--- config.mk ---
export PLATFORM = sky130hd
export DESIGN_NAME = output_sram_arbiter
export DESIGN_NICKNAME = d
export VERILOG_FILES = /design/src/rtl/output_sram_arbiter_pkg.sv /design/src/rtl/output_sram_arbiter_rr_arbiter.sv /design/src/rtl/output_sram_arbiter.sv
export SDC_FILE = /design/constraint.sdc
export NUM_CORES = 1
export LEC_CHECK = 0
export CELL_PAD_IN_SITES_DETAIL_PLACEMENT = 0
export CELL_PAD_IN_SITES_GLOBAL_PLACEMENT = 1
export CORE_MARGIN = 2
export CORE_UTILIZATION = 29
export CTS_CLUSTER_DIAMETER = 40
export DETAILED_ROUTE_END_ITERATION = 10
export PLACE_DENSITY_LB_ADDON = 0.1
export SETUP_SLACK_MARGIN = 0.2
export SYNTH_ARGS = -nofsm -noshare
export SYNTH_HDL_FRONTEND = slang
export SYNTH_SLANG_ARGS = --single-unit
--- constraint.sdc ---
create_clock -name clk -period 3.33 [get_ports clk]
set_clock_uncertainty 0.15 [all_clocks]
set_input_delay 0.666 -clock clk [delete_from_list [all_inputs] [get_ports clk]]
set_output_delay 0.666 -clock clk [all_outputs]
set_load 0.02 [all_outputs]
--- src/rtl/output_sram_arbiter_pkg.sv ---
// Shared types and constants for the output-SRAM write-port arbiter.
package output_sram_arbiter_pkg;

    localparam int unsigned NUM_BANKS  = 4;
    localparam int unsigned FV_W       = 16;
    localparam int unsigned NODE_ID_W  = 10;
    localparam int unsigned BEAT_IDX_W = 3;
    localparam int unsigned MAX_BEATS  = 8;
    localparam int unsigned BEAT_W     = 2 * FV_W;
    localparam int unsigned ADDR_W     = NODE_ID_W + BEAT_IDX_W;
    localparam int unsigned IDX_W      = $clog2(NUM_BANKS);
    localparam int unsigned CNT_W      = BEAT_IDX_W + 1;

    typedef enum logic [1:0] {
        S_IDLE   = 2'd0,
        S_GRANT  = 2'd1,
        S_STREAM = 2'd2
    } arb_state_e;

    // One bank's beat as seen by the arbiter
    typedef struct packed {
        logic                 valid;
        logic                 sos;
        logic                 eos;
        logic [NODE_ID_W-1:0] node_id;
        logic [BEAT_W-1:0]    data;
    } Bank_Req2Req_Output_SRAM;

    // Bank index 'off' positions after 'last', wrapping
    function automatic logic [IDX_W-1:0] rr_idx(input logic [IDX_W-1:0] last,
                                                input int unsigned      off);
        return IDX_W'((32'(last) + off) % NUM_BANKS);
    endfunction

endpackage

--- src/rtl/output_sram_arbiter_rr_arbiter.sv ---
// Combinational round-robin pick: first pending bank after the last winner.
module output_sram_arbiter_rr_arbiter
    import output_sram_arbiter_pkg::*;
(
    input  logic [NUM_BANKS-1:0] i_pending,
    input  logic [IDX_W-1:0]     i_last,
    output logic [NUM_BANKS-1:0] o_grant,
    output logic [IDX_W-1:0]     o_idx,
    output logic                 o_valid
);

    always_comb begin
        o_grant = '0;
        o_idx   = '0;
        o_valid = 1'b0;
        for (int unsigned off = 1; off <= NUM_BANKS; off++) begin
            if (!o_valid && i_pending[rr_idx(i_last, off)]) begin
                o_valid                      = 1'b1;
                o_idx                        = rr_idx(i_last, off);
                o_grant[rr_idx(i_last, off)] = 1'b1;
            end
        end
    end

endmodule

--- src/rtl/output_sram_arbiter.sv ---
// Arbitrates the single output-SRAM write port among the vertex accumulation buffers
// and forwards the granted bank's burst as registered SRAM writes.
module output_sram_arbiter
    import output_sram_arbiter_pkg::*;
(
    input  logic                          clk,
    input  logic                          reset,
    input  logic [NUM_BANKS-1:0]          bank_req,
    input  logic [NUM_BANKS-1:0]          bank_valid,
    input  logic [NUM_BANKS-1:0]          bank_sos,
    input  logic [NUM_BANKS-1:0]          bank_eos,
    input  logic [NUM_BANKS*NODE_ID_W-1:0] bank_node_id,
    input  logic [NUM_BANKS*BEAT_W-1:0]   bank_data,
    output logic [NUM_BANKS-1:0]          req_grant,
    output logic                          sram_wr_en,
    output logic [ADDR_W-1:0]             sram_addr,
    output logic [BEAT_W-1:0]             sram_wdata,
    output logic                          busy,
    output logic                          proto_err
);

    arb_state_e              r_state;
    logic [NUM_BANKS-1:0]    r_pending;
    logic [IDX_W-1:0]        r_sel;
    logic [NUM_BANKS-1:0]    r_sel_oh;
    logic [IDX_W-1:0]        r_last;
    logic [CNT_W-1:0]        r_cnt;
    logic [NODE_ID_W-1:0]    r_node;
    logic                    r_wr_en;
    logic [ADDR_W-1:0]       r_addr;
    logic [BEAT_W-1:0]       r_wdata;
    logic                    r_busy;
    logic                    r_proto_err;

    Bank_Req2Req_Output_SRAM w_bank [NUM_BANKS];
    Bank_Req2Req_Output_SRAM w_beat;
    logic [NUM_BANKS-1:0]    w_arb_grant;
    logic [IDX_W-1:0]        w_arb_idx;
    logic                    w_arb_valid;
    logic [NUM_BANKS-1:0]    w_clr;
    logic [NUM_BANKS-1:0]    w_pending_nxt;
    logic [NUM_BANKS-1:0]    w_sel_mask;
    logic                    w_stray;
    logic                    w_hit_max;
    logic [NODE_ID_W-1:0]    w_wr_node;
    logic                    w_accept;
    logic                    w_end;
    logic                    w_err_fsm;
    logic                    w_busy_nxt;

    output_sram_arbiter_rr_arbiter u_rr (
        .i_pending (r_pending),
        .i_last    (r_last),
        .o_grant   (w_arb_grant),
        .o_idx     (w_arb_idx),
        .o_valid   (w_arb_valid)
    );

    // Unpack the flat bank buses
    always_comb begin
        for (int i = 0; i < NUM_BANKS; i++) begin
            w_bank[i].valid   = bank_valid[i];
            w_bank[i].sos     = bank_sos[i];
            w_bank[i].eos     = bank_eos[i];
            w_bank[i].node_id = bank_node_id[i*NODE_ID_W +: NODE_ID_W];
            w_bank[i].data    = bank_data[i*BEAT_W +: BEAT_W];
        end
    end

    assign w_beat        = w_bank[r_sel];
    assign req_grant     = (r_state == S_GRANT) ? r_sel_oh : '0;
    assign w_clr         = req_grant;
    assign w_pending_nxt = (r_pending & ~w_clr) | bank_req;
    assign w_sel_mask    = (r_state == S_IDLE) ? '0 : r_sel_oh;
    assign w_stray       = |(bank_valid & ~w_sel_mask);
    assign w_hit_max     = (r_cnt + CNT_W'(1)) == CNT_W'(MAX_BEATS);
    assign w_wr_node     = (r_state == S_GRANT) ? w_beat.node_id : r_node;

    // Beat acceptance, burst termination and in-burst protocol faults
    always_comb begin
        w_accept  = 1'b0;
        w_end     = 1'b0;
        w_err_fsm = 1'b0;
        case (r_state)
            S_GRANT: begin
                w_accept  = w_beat.valid & w_beat.sos;
                w_end     = !w_accept | w_beat.eos | w_hit_max;
                w_err_fsm = !w_accept | (!w_beat.eos & w_hit_max);
            end
            S_STREAM: begin
                w_accept  = w_beat.valid;
                w_end     = w_beat.valid & (w_beat.eos | w_hit_max);
                w_err_fsm = w_beat.valid & (w_beat.sos | (!w_beat.eos & w_hit_max));
            end
            default: ;
        endcase
    end

    assign w_busy_nxt = (|w_pending_nxt) |
                        ((r_state == S_IDLE) ? w_arb_valid : !w_end);

    always_ff @(posedge clk) begin
        if (reset) begin
            r_state     <= S_IDLE;
            r_pending   <= '0;
            r_sel       <= '0;
            r_sel_oh    <= '0;
            r_last      <= IDX_W'(NUM_BANKS - 1);
            r_cnt       <= '0;
            r_node      <= '0;
            r_wr_en     <= 1'b0;
            r_addr      <= '0;
            r_wdata     <= '0;
            r_busy      <= 1'b0;
            r_proto_err <= 1'b0;
        end else begin
            r_pending <= w_pending_nxt;
            r_busy    <= w_busy_nxt;
            r_wr_en   <= w_accept;
            if (w_accept) begin
                r_addr  <= {w_wr_node, r_cnt[BEAT_IDX_W-1:0]};
                r_wdata <= w_beat.data;
            end
            if (w_stray || w_err_fsm) begin
                r_proto_err <= 1'b1;
            end
            case (r_state)
                S_IDLE: begin
                    if (w_arb_valid) begin
                        r_sel    <= w_arb_idx;
                        r_sel_oh <= w_arb_grant;
                        r_last   <= w_arb_idx;
                        r_cnt    <= '0;
                        r_state  <= S_GRANT;
                    end
                end
                S_GRANT: begin
                    if (w_accept) begin
                        r_node <= w_beat.node_id;
                        r_cnt  <= CNT_W'(1);
                    end
                    r_state <= w_end ? S_IDLE : S_STREAM;
                end
                S_STREAM: begin
                    if (w_accept) begin
                        r_cnt <= r_cnt + CNT_W'(1);
                    end
                    if (w_end) begin
                        r_state <= S_IDLE;
                    end
                end
                default: r_state <= S_IDLE;
            endcase
        end
    end

    assign sram_wr_en = r_wr_en;
    assign sram_addr  = r_addr;
    assign sram_wdata = r_wdata;
    assign busy       = r_busy;
    assign proto_err  = r_proto_err;

endmodule

Word-level counts from Yosys, hierarchy flattened
Index checks and enable logic that the tools add are counted.
Storage, ports and cells
  input port bits: 186
  output and inout port bits: 52
  flip-flop bits (word level): 76
Operators by class
  reduce and logical (&&, ||, !) cells: 22
  bitwise logic cells: 19
  multiplexer cells: 46
  eq/ne operators: 7
  add/sub/neg operators: 5
  $lt $le $gt $ge: 9
Operator list (number)
  45-bit binary-select mux with 2-bit select: 1
  45-bit 2-to-1 mux: 2
  4-bit 2-to-1 mux: 9
  4-bit bitwise OR: 4
  2-bit 2-to-1 mux: 7
  1-bit 2-to-1 mux: 13
  2-bit by 3-bit less-than comparator with 1-bit output, second input constant: 4
  4-bit one-hot mux with 3 select lines: 1
  10-bit 2-to-1 mux: 1
  4-bit bitwise AND: 2
  1-bit binary-select mux with 2-bit select: 4
  1-bit demux with 2-bit select: 4
  2-bit by 1-bit >= comparator with 1-bit output, second input constant: 4
  2-bit inequality test, second input constant: 4
  4-bit NOT: 2
  4-bit OR reduction: 2
  1-bit logical AND: 7
  1-bit zero test: 6
  1-bit bitwise OR: 6
  1-bit one-hot mux with 2 select lines: 3
  2-bit one-hot mux with 3 select lines: 1
  2-bit AND reduction: 3
  2-bit by 1-bit adder with 2-bit output, second input constant: 2
  2-bit adder, second input constant: 2
  11 further kinds: 14

Logic depth before layout (Yosys ltp)
Gate-level depths: netlist of run 1.
  word-level depth: 15
  depth in mapped cells: 9
  mapped depth without buffers: 7

Hierarchy
From an unflattened synthesis of run 1, not the netlist that was laid out.
Second synthesis, totals
  cells, all modules: 500
  area total of the unflattened synthesis: 4630.7 um2
By module, submodules not included
  output_sram_arbiter: cells each 432, area each 4105.2 um2, times used 1, sequential area each 1521.5 um2
  output_sram_arbiter_rr_arbiter: cells each 68, area each 525.5 um2, times used 1, sequential area each 0.0 um2

Worst setup path before layout of run 1
OpenSTA, ideal clock, no wires.
  kind: register -> register
  start point: register r_last[0]
  end point: register r_sel_oh[3]
  buffers on the path: 2
  arrival time: 2516 ps
  clock period less this slack: 2752 ps
  path slack: 578 ps
  stages on the path, launching flop included: 10
  path through: dfxtp_1 -> buf_6 -> inv_1 -> ha_1 -> mux4_2 -> nor4_4 -> or2b_2 -> buf_6 -> a21oi_2 -> a221oi_2
On the way
  longest elaborated chain between the ends: 14
  elaborated cells on any way between the ends: 50
  classes of those cells: 4 x add/sub; 8 x order compare; 24 x mux; 3 x bitwise; 11 x reduce/logical
Ends and longest elaborated chain
  start, declared: RTL line output_sram_arbiter.sv:26  | logic [IDX_W-1:0] r_last;
  start signal, assigned: RTL line output_sram_arbiter.sv:108  | r_last <= IDX_W'(NUM_BANKS - 1);
  start signal, assigned: RTL line output_sram_arbiter.sv:132  | r_last <= w_arb_idx;
  parallel branches: the longest is 14 deep, another holds 2-bit by 3-bit less-than comparator with 1-bit output
  end signal, assigned: RTL line output_sram_arbiter.sv:131  | r_sel_oh <= w_arb_grant;
  end, declared: RTL line output_sram_arbiter.sv:25  | logic [NUM_BANKS-1:0] r_sel_oh;
Several ways; the timed one is not identified. The select of a mux whose other input is x is not followed.
A chain may end at the register's enable or synchronous reset.

Worst setup path in the final report of run 1
  start point: register r_state[1]
  end point: output port req_grant[1]
On the way
  longest elaborated chain between the ends: 2
Ends and longest elaborated chain
  start, declared: RTL line output_sram_arbiter.sv:22  | arb_state_e r_state;
  start signal, assigned: RTL line output_sram_arbiter.sv:142  | r_state <= w_end ? S_IDLE : S_STREAM;
  2-bit by 1-bit == test with 1-bit output: RTL line output_sram_arbiter.sv:71  | assign req_grant = (r_state == S_GRANT) ? r_sel_oh : '0;
  4-bit 2-to-1 mux: RTL line output_sram_arbiter.sv:71
  end, declared: RTL line output_sram_arbiter.sv:14  | output logic [NUM_BANKS-1:0] req_grant,
Every way passes these cells.

==> results of run 1 <==
==> cells in the final DEF, fill, tap and decap left out, types with 2 or more instances in the layout <==
cell type        count
clkdlybuf4s50_1    236
nand2_1             88
dfxtp_1             74
mux4_2              48
a21oi_1             47
nor2_1              21
inv_1               18
a221o_1             13
mux2i_1             12
ha_1                12
nor2b_1             10
clkbuf_16           10
buf_4               10
nor3_1               6
o21ai_0              6
nand3_1              5
o31ai_1              4
nand2b_1             4
a31o_2               3
and2_1               3
a31oi_1              3
mux2_2               2
and2b_1              2
a32oi_1              2
a21oi_2              2
a221oi_2             2
nand4_1              2
o41ai_1              2
xnor2_1              2
or2b_1               2
a221oi_1             2
clkbuf_8             2
==> worst paths after layout <==
kind                            depth (start not counted)      endpoint         start
worst max register to register                          7   r_sel_oh[1]     r_last[1]
worst min register to register                          2  sram_addr[0]  sram_addr[0]
worst max-delay path                                    5  req_grant[1]    r_state[1]
worst min-delay path                                    2  sram_addr[0]  sram_addr[0]
==> sequential cells by signal (all words and copies together), names as in the netlist <==
| signal | flops |
|---|---|
| r_node | 10 |
| sram_wdata | 32 |
| r_sel_oh | 4 |
| r_pending | 4 |
| r_sel | 2 |
| r_cnt | 4 |
| busy | 1 |
| sram_wr_en | 1 |
| r_state | 2 |
| r_last | 2 |
| proto_err | 1 |
| sram_addr | 13 |
==> metal layers <==
layer,track usage,vias up
li1,-,2185
met4,0.0658,0
met3,0.0377,17
met5,0,-
met1,0.206,2224
met2,0.328,129
==> cell families (layout without fill, tap and decap cells) <==
group | after synthesis | in the layout | synth area share
buffers and inverters | 48 | 279 | 0.0485
and+or+nand+nor | 153 | 153 | 0.155
muxes | 63 | 63 | 0.270
AOI/OAI and AO/OA | 106 | 106 | 0.161
xor gates and xnor gates | 2 | 2 | 0.00379
DFF | 76 | 76 | 0.329
adders and majority gates | 12 | 12 | 0.0325
==> worst min-delay path, cell delays in order, from the launching register on <==
cell and delay (ns):
dfxtp_1 0.30, nand2_1 0.05, a21oi_1 0.05
==> Yosys cell counts (3+ instances only) <==
| cell type | instances | area [sq um] |
|---|---|---|
| o31ai_1 | 4 | 30.0 |
| a31o_2 | 3 | 26.3 |
| a221o_1 | 13 | 130 |
| ha_1 | 12 | 150 |
| nand2b_1 | 4 | 25.0 |
| nor2b_1 | 10 | 62.6 |
| a21oi_1 | 47 | 235 |
| dfxtp_1 | 76 | 1520 |
| mux2i_1 | 12 | 120 |
| nor3_1 | 6 | 30.0 |
| buf_2 | 11 | 55.1 |
| a31oi_1 | 3 | 18.8 |
| inv_1 | 18 | 67.6 |
| nor2_1 | 21 | 78.8 |
| and2_1 | 3 | 18.8 |
| nand3_1 | 5 | 25.0 |
| mux4_2 | 48 | 1080 |
| clkbuf_1 | 13 | 48.8 |
| o21ai_0 | 6 | 30.0 |
| nand2_1 | 88 | 330 |
| buf_6 | 3 | 33.8 |
==> power breakdown <==
part,switching [mW],total (mW),internal [mW]
Combinational,1.07,2.14,1.07
Clock,0.372,0.953,0.582
Sequential,0.122,1.15,1.03
Total,1.56,4.24,2.68
==> stage by stage <==
| step | hold slack [ns] | area [sq um] |
|---|---|---|
| after CTS | 0.304 | 7480 |
| after detailed placement | 0.295 | 7190 |
| after global routing | 0.320 | 7480 |
| after global placement | 0.291 | 7190 |
| after floorplan | 0.306 | 4620 |
| final | 0.301 | 7480 |
==> final cells by class <==
cell class / count / area share
Sequential cell: 76 / 0.204
Timing Repair Buffer: 247 / 0.327
Tap cell: 216 / 0.0361
Multi-Input combinational cell: 336 / 0.386
Inverter: 18 / 0.00904
Clock buffer: 13 / 0.0377
Clock inverter: 1 / 0.000669
==> impl_metrics.ini, run 1 <==
[final_layout]
multi_input_area_sq_um = 2880
synthToLayoutAreaGrowth_pct = 61.8
final_core_util = 0.476
n_antenna_cell = 0
final_cells = 907
nets = 886
fillers = 1526
seq_area_sq_um = 1530
drive_gt1_frac = 0.136

[floorplan]
die_w_microns = 130
rows = 46
dieArea_sq_um = 17000
io_pins = 238
core_sq_um = 15700
dieHeight_microns = 130
start_util = 0.294

[power]
leakage_nw = 2.66
power.total_mw = 4.24
power.density_nw_per_um2 = 567
peakVddDrop_mv = 0.308

[critical_path]
critPathCaptureType = output port
critPathMaxFanout = 14
max_stage_delay_ns = 0.60
required_ns = 2.51
cpLargestDelayFamily = buffers and inverters
critPathLaunchType = register
r2r_slack_ns = 0.53
path_class = reg -> out
cp.buffers_inverters = 3
cp_slowest_cell = clkdlybuf4s50_1
crit_path_cell_trace = inv_1 > ha_1 > nand2_1 > inv_1 > clkdlybuf4s50_1
arrival_ns = 2.12
cp_common_cell = inv_1

[global_route]
grt_use_total = 0.180
grt_pass1_wl_microns = 23600
grt_pass1_vias = 4542
antenna_found_initial = 0
overflow = 0
grt_start_max_net_pins = 39

[sta]
fin_ws_ns = 0.391
maxSlewViolCount = 0
finalSetupViolations = 0
hold_viol = 0
relSlewSlack = 0.266
layout_min_cycle_time_ns = 2.94
fin_crit_sh = 0.883
tightest_slew_ns = 1.10
grt_setup_unrepaired = no
max_freq_mhz = 340
setup_tns_ns = 0

[drt]
dr_wl_met3_microns = 948
top_layer = met4
postRouteAntennaNets = 0
drt_iter0_drc = 197
dr.pass1.iters = 4
drt-total-wl_microns = 15700
wl_met1_microns = 6120
drc = 0
wl_per_cell_microns = 17.3
dr_wl_met2_microns = 8340
vias = 4555
via_per_inst = 5.02

[synth]
synth-seq-cells = 76
synthCells = 460
yosysWarningCount = 0
synth.yosys.seq_area_share = 0.329
yosysUniqueCellTypes = 64
syn_area_sq_um = 4620
async_reset_ff_frac = 0
syn_avg_cell_area_sq_um = 10.0
synth_edf_count = 0
ys.flop_type = dfxtp_1
syn_nets = 658

[placed_design]
place_congestion = 0.778
hpwlAfterDp_microns = 12200
port-buffer-count = 237
dp_slack_ns = 0.316
dp.cells = 893

[cts]
hold_buffers = 0
clk_latency_ns = 0.34
cts_resized = 0
ctsHtreeMaxLevel = 3
cts_buffer_depth = 2
cts_tree = built
cts_buffers = 9
root_buffer = clkbuf_16
clock_sinks = 76
post_cts.repair.setup_buffers = 0
cts.reportedPaths.clkPinSlew_ns = 0.06

[flow_run]
cap_viol_max_count = 0

[hold_path]
hold_class = reg -> reg

[run_status]
status = finished, final reports clean
Power figures use the tool's default switching activity.
==> run 2: changes to the inputs <==
==> constraint.sdc (replaced) <==
create_clock -name clk -period 2.85 [get_ports clk]
set_clock_uncertainty 0.15 [all_clocks]
set_input_delay 0.57 -clock clk [delete_from_list [all_inputs] [get_ports clk]]
set_output_delay 0.57 -clock clk [all_outputs]
set_load 0.02 [all_outputs]
==> run 2 against run 1 <==
Compared with the run above:
- register-to-register slack got worse by 0.11 ns
- critical path type unchanged
- design area rose by 1.0%
- largest cell class unchanged
- combinational power rose by 26%
- sequential cell count did not move
==> impl_metrics.ini, run 2 (synthesis results as in run 1) <==
[sta]
fin_crit_sh = 0.891
max_freq_mhz = 394
fin_hold_ws_ns = 0.301
tightest_slew_ns = 0.840
maxSlewViolCount = 0
grt_setup_unrepaired = no
setup_tns_ns = 0
relSlewSlack = 0.438
hold_viol = 0
finalSetupViolations = 0
layout_min_cycle_time_ns = 2.54
fin_ws_ns = 0.309

[final_layout]
design_area_sq_um = 7550
nets = 895
final_cell_mix = clkdlybuf4s50_1 (236), nand2_1 (88), dfxtp_1 (73)
drive_gt1_frac = 0.151
seq_area_sq_um = 1530
n_antenna_cell = 0
multi_input_area_sq_um = 2910
largest_reg_flops = 32
fillers = 1516
synthToLayoutAreaGrowth_pct = 63.4
final_common_cell = clkdlybuf4s50_1

[floorplan]
io_pins = 238
dieArea_sq_um = 17000
core_sq_um = 15700
start_util = 0.294
dieHeight_microns = 130
die_w_microns = 130
rows = 46

[drt]
dr.pass1.iters = 5
vias = 4564
postRouteAntennaNets = 0
wl_per_cell_microns = 17.2
drc = 0
drt-total-wl_microns = 15800
via_per_inst = 4.98
drt_iter0_drc = 247

[global_route]
grt_use_total = 0.181
grt_pass1_wl_microns = 23800
grt_pass1_vias = 4630
grt_start_max_net_pins = 45
antenna_found_initial = 0
overflow = 0

[placed_design]
port-buffer-count = 237
place_congestion = 0.755
hpwlAfterDp_microns = 12200
dp_slack_ns = -0.128
placed_area_sq_um = 7290

[cts]
cts_buffer_depth = 2
cts_buffers = 9
clock_sinks = 76
post_cts.repair.setup_buffers = 0
clk_latency_ns = 0.33
cts.reportedPaths.clkPinSlew_ns = 0.05
ctsHtreeMaxLevel = 3
root_buffer = clkbuf_16
cts_tree = built

[run_status]
status = finished, final reports clean

[power]
power.density_nw_per_um2 = 661
peakVddDrop_mv = 0.421
leakage_nw = 2.69
power.total_mw = 4.99

[critical_path]
critPathLaunchType = register
critPathCaptureType = output port
r2r_slack_ns = 0.42
required_ns = 2.13
path_class = reg -> out
arrival_ns = 1.82
critPathMaxFanout = 8

[hold_path]
hold_class = reg -> reg

[flow_run]
cap_viol_max_count = 0
-- run 2: changes by cell type in the layout (fill, tap and decap cells not counted), sizes merged --
cell	delta
clkbuf	-1
buf	+9
clkinv	+1
inv	-1
clkinvlp	+1
-- run 2: path summary, 6_finish.rpt --
path | start | to | cells past startpoint
max | r_state[1] | req_grant[3] | 5
min | sram_wdata[28] | sram_wdata[28] | 2
max reg2reg | r_last[0] | r_sel_oh[0] | 6
min reg2reg | sram_wdata[28] | sram_wdata[28] | 2
-- run 2: layer usage --
layer / vias up / part of all wire / track usage
met5: - / 0 / 0
met4: 0 / 0.022 / 0.0696
met3: 21 / 0.065 / 0.0373
met2: 146 / 0.52 / 0.332
met1: 2202 / 0.39 / 0.207
li1: 2195 / - / -
-- run 2: final cells by class --
| cell class | count | share of cell area |
|---|---|---|
| Tap cell | 216 | 0.0358 |
| Clock buffer | 12 | 0.0313 |
| Multi-Input combinational cell | 336 | 0.385 |
| Inverter | 18 | 0.00944 |
| Timing Repair Buffer | 256 | 0.334 |
| Clock inverter | 2 | 0.00182 |
| Sequential cell | 76 | 0.202 |
-- run 2: worst max-delay path: stages (launching register included) --
cell             delay [ns]
dfxtp_1                0.31
inv_1                  0.09
ha_2                   0.29
nand2_1                0.12
inv_1                  0.07
clkdlybuf4s50_1        0.60
-- run 2: through the flow --
step | utilization | cells
4_1_cts | 0.480 | 916
6_report | 0.481 | 916
3_5_place_dp | 0.464 | 902
5_1_grt | 0.481 | 916
2_1_floorplan | - | 460
3_3_place_gp | 0.464 | 902
-- run 2: what timing repair did --
item,4_1_cts,5_1_grt
endpoints found under the setup margin,2,11
gates resized for setup,1,2
hold buffers,0,0
-- run 2: power breakdown --
group / switching [mW] / leakage (nW) / internal (mW)
sequential: 0.103 / 0.618 / 1.21
combinational: 1.31 / 1.95 / 1.37
clock: 0.417 / 0.122 / 0.580
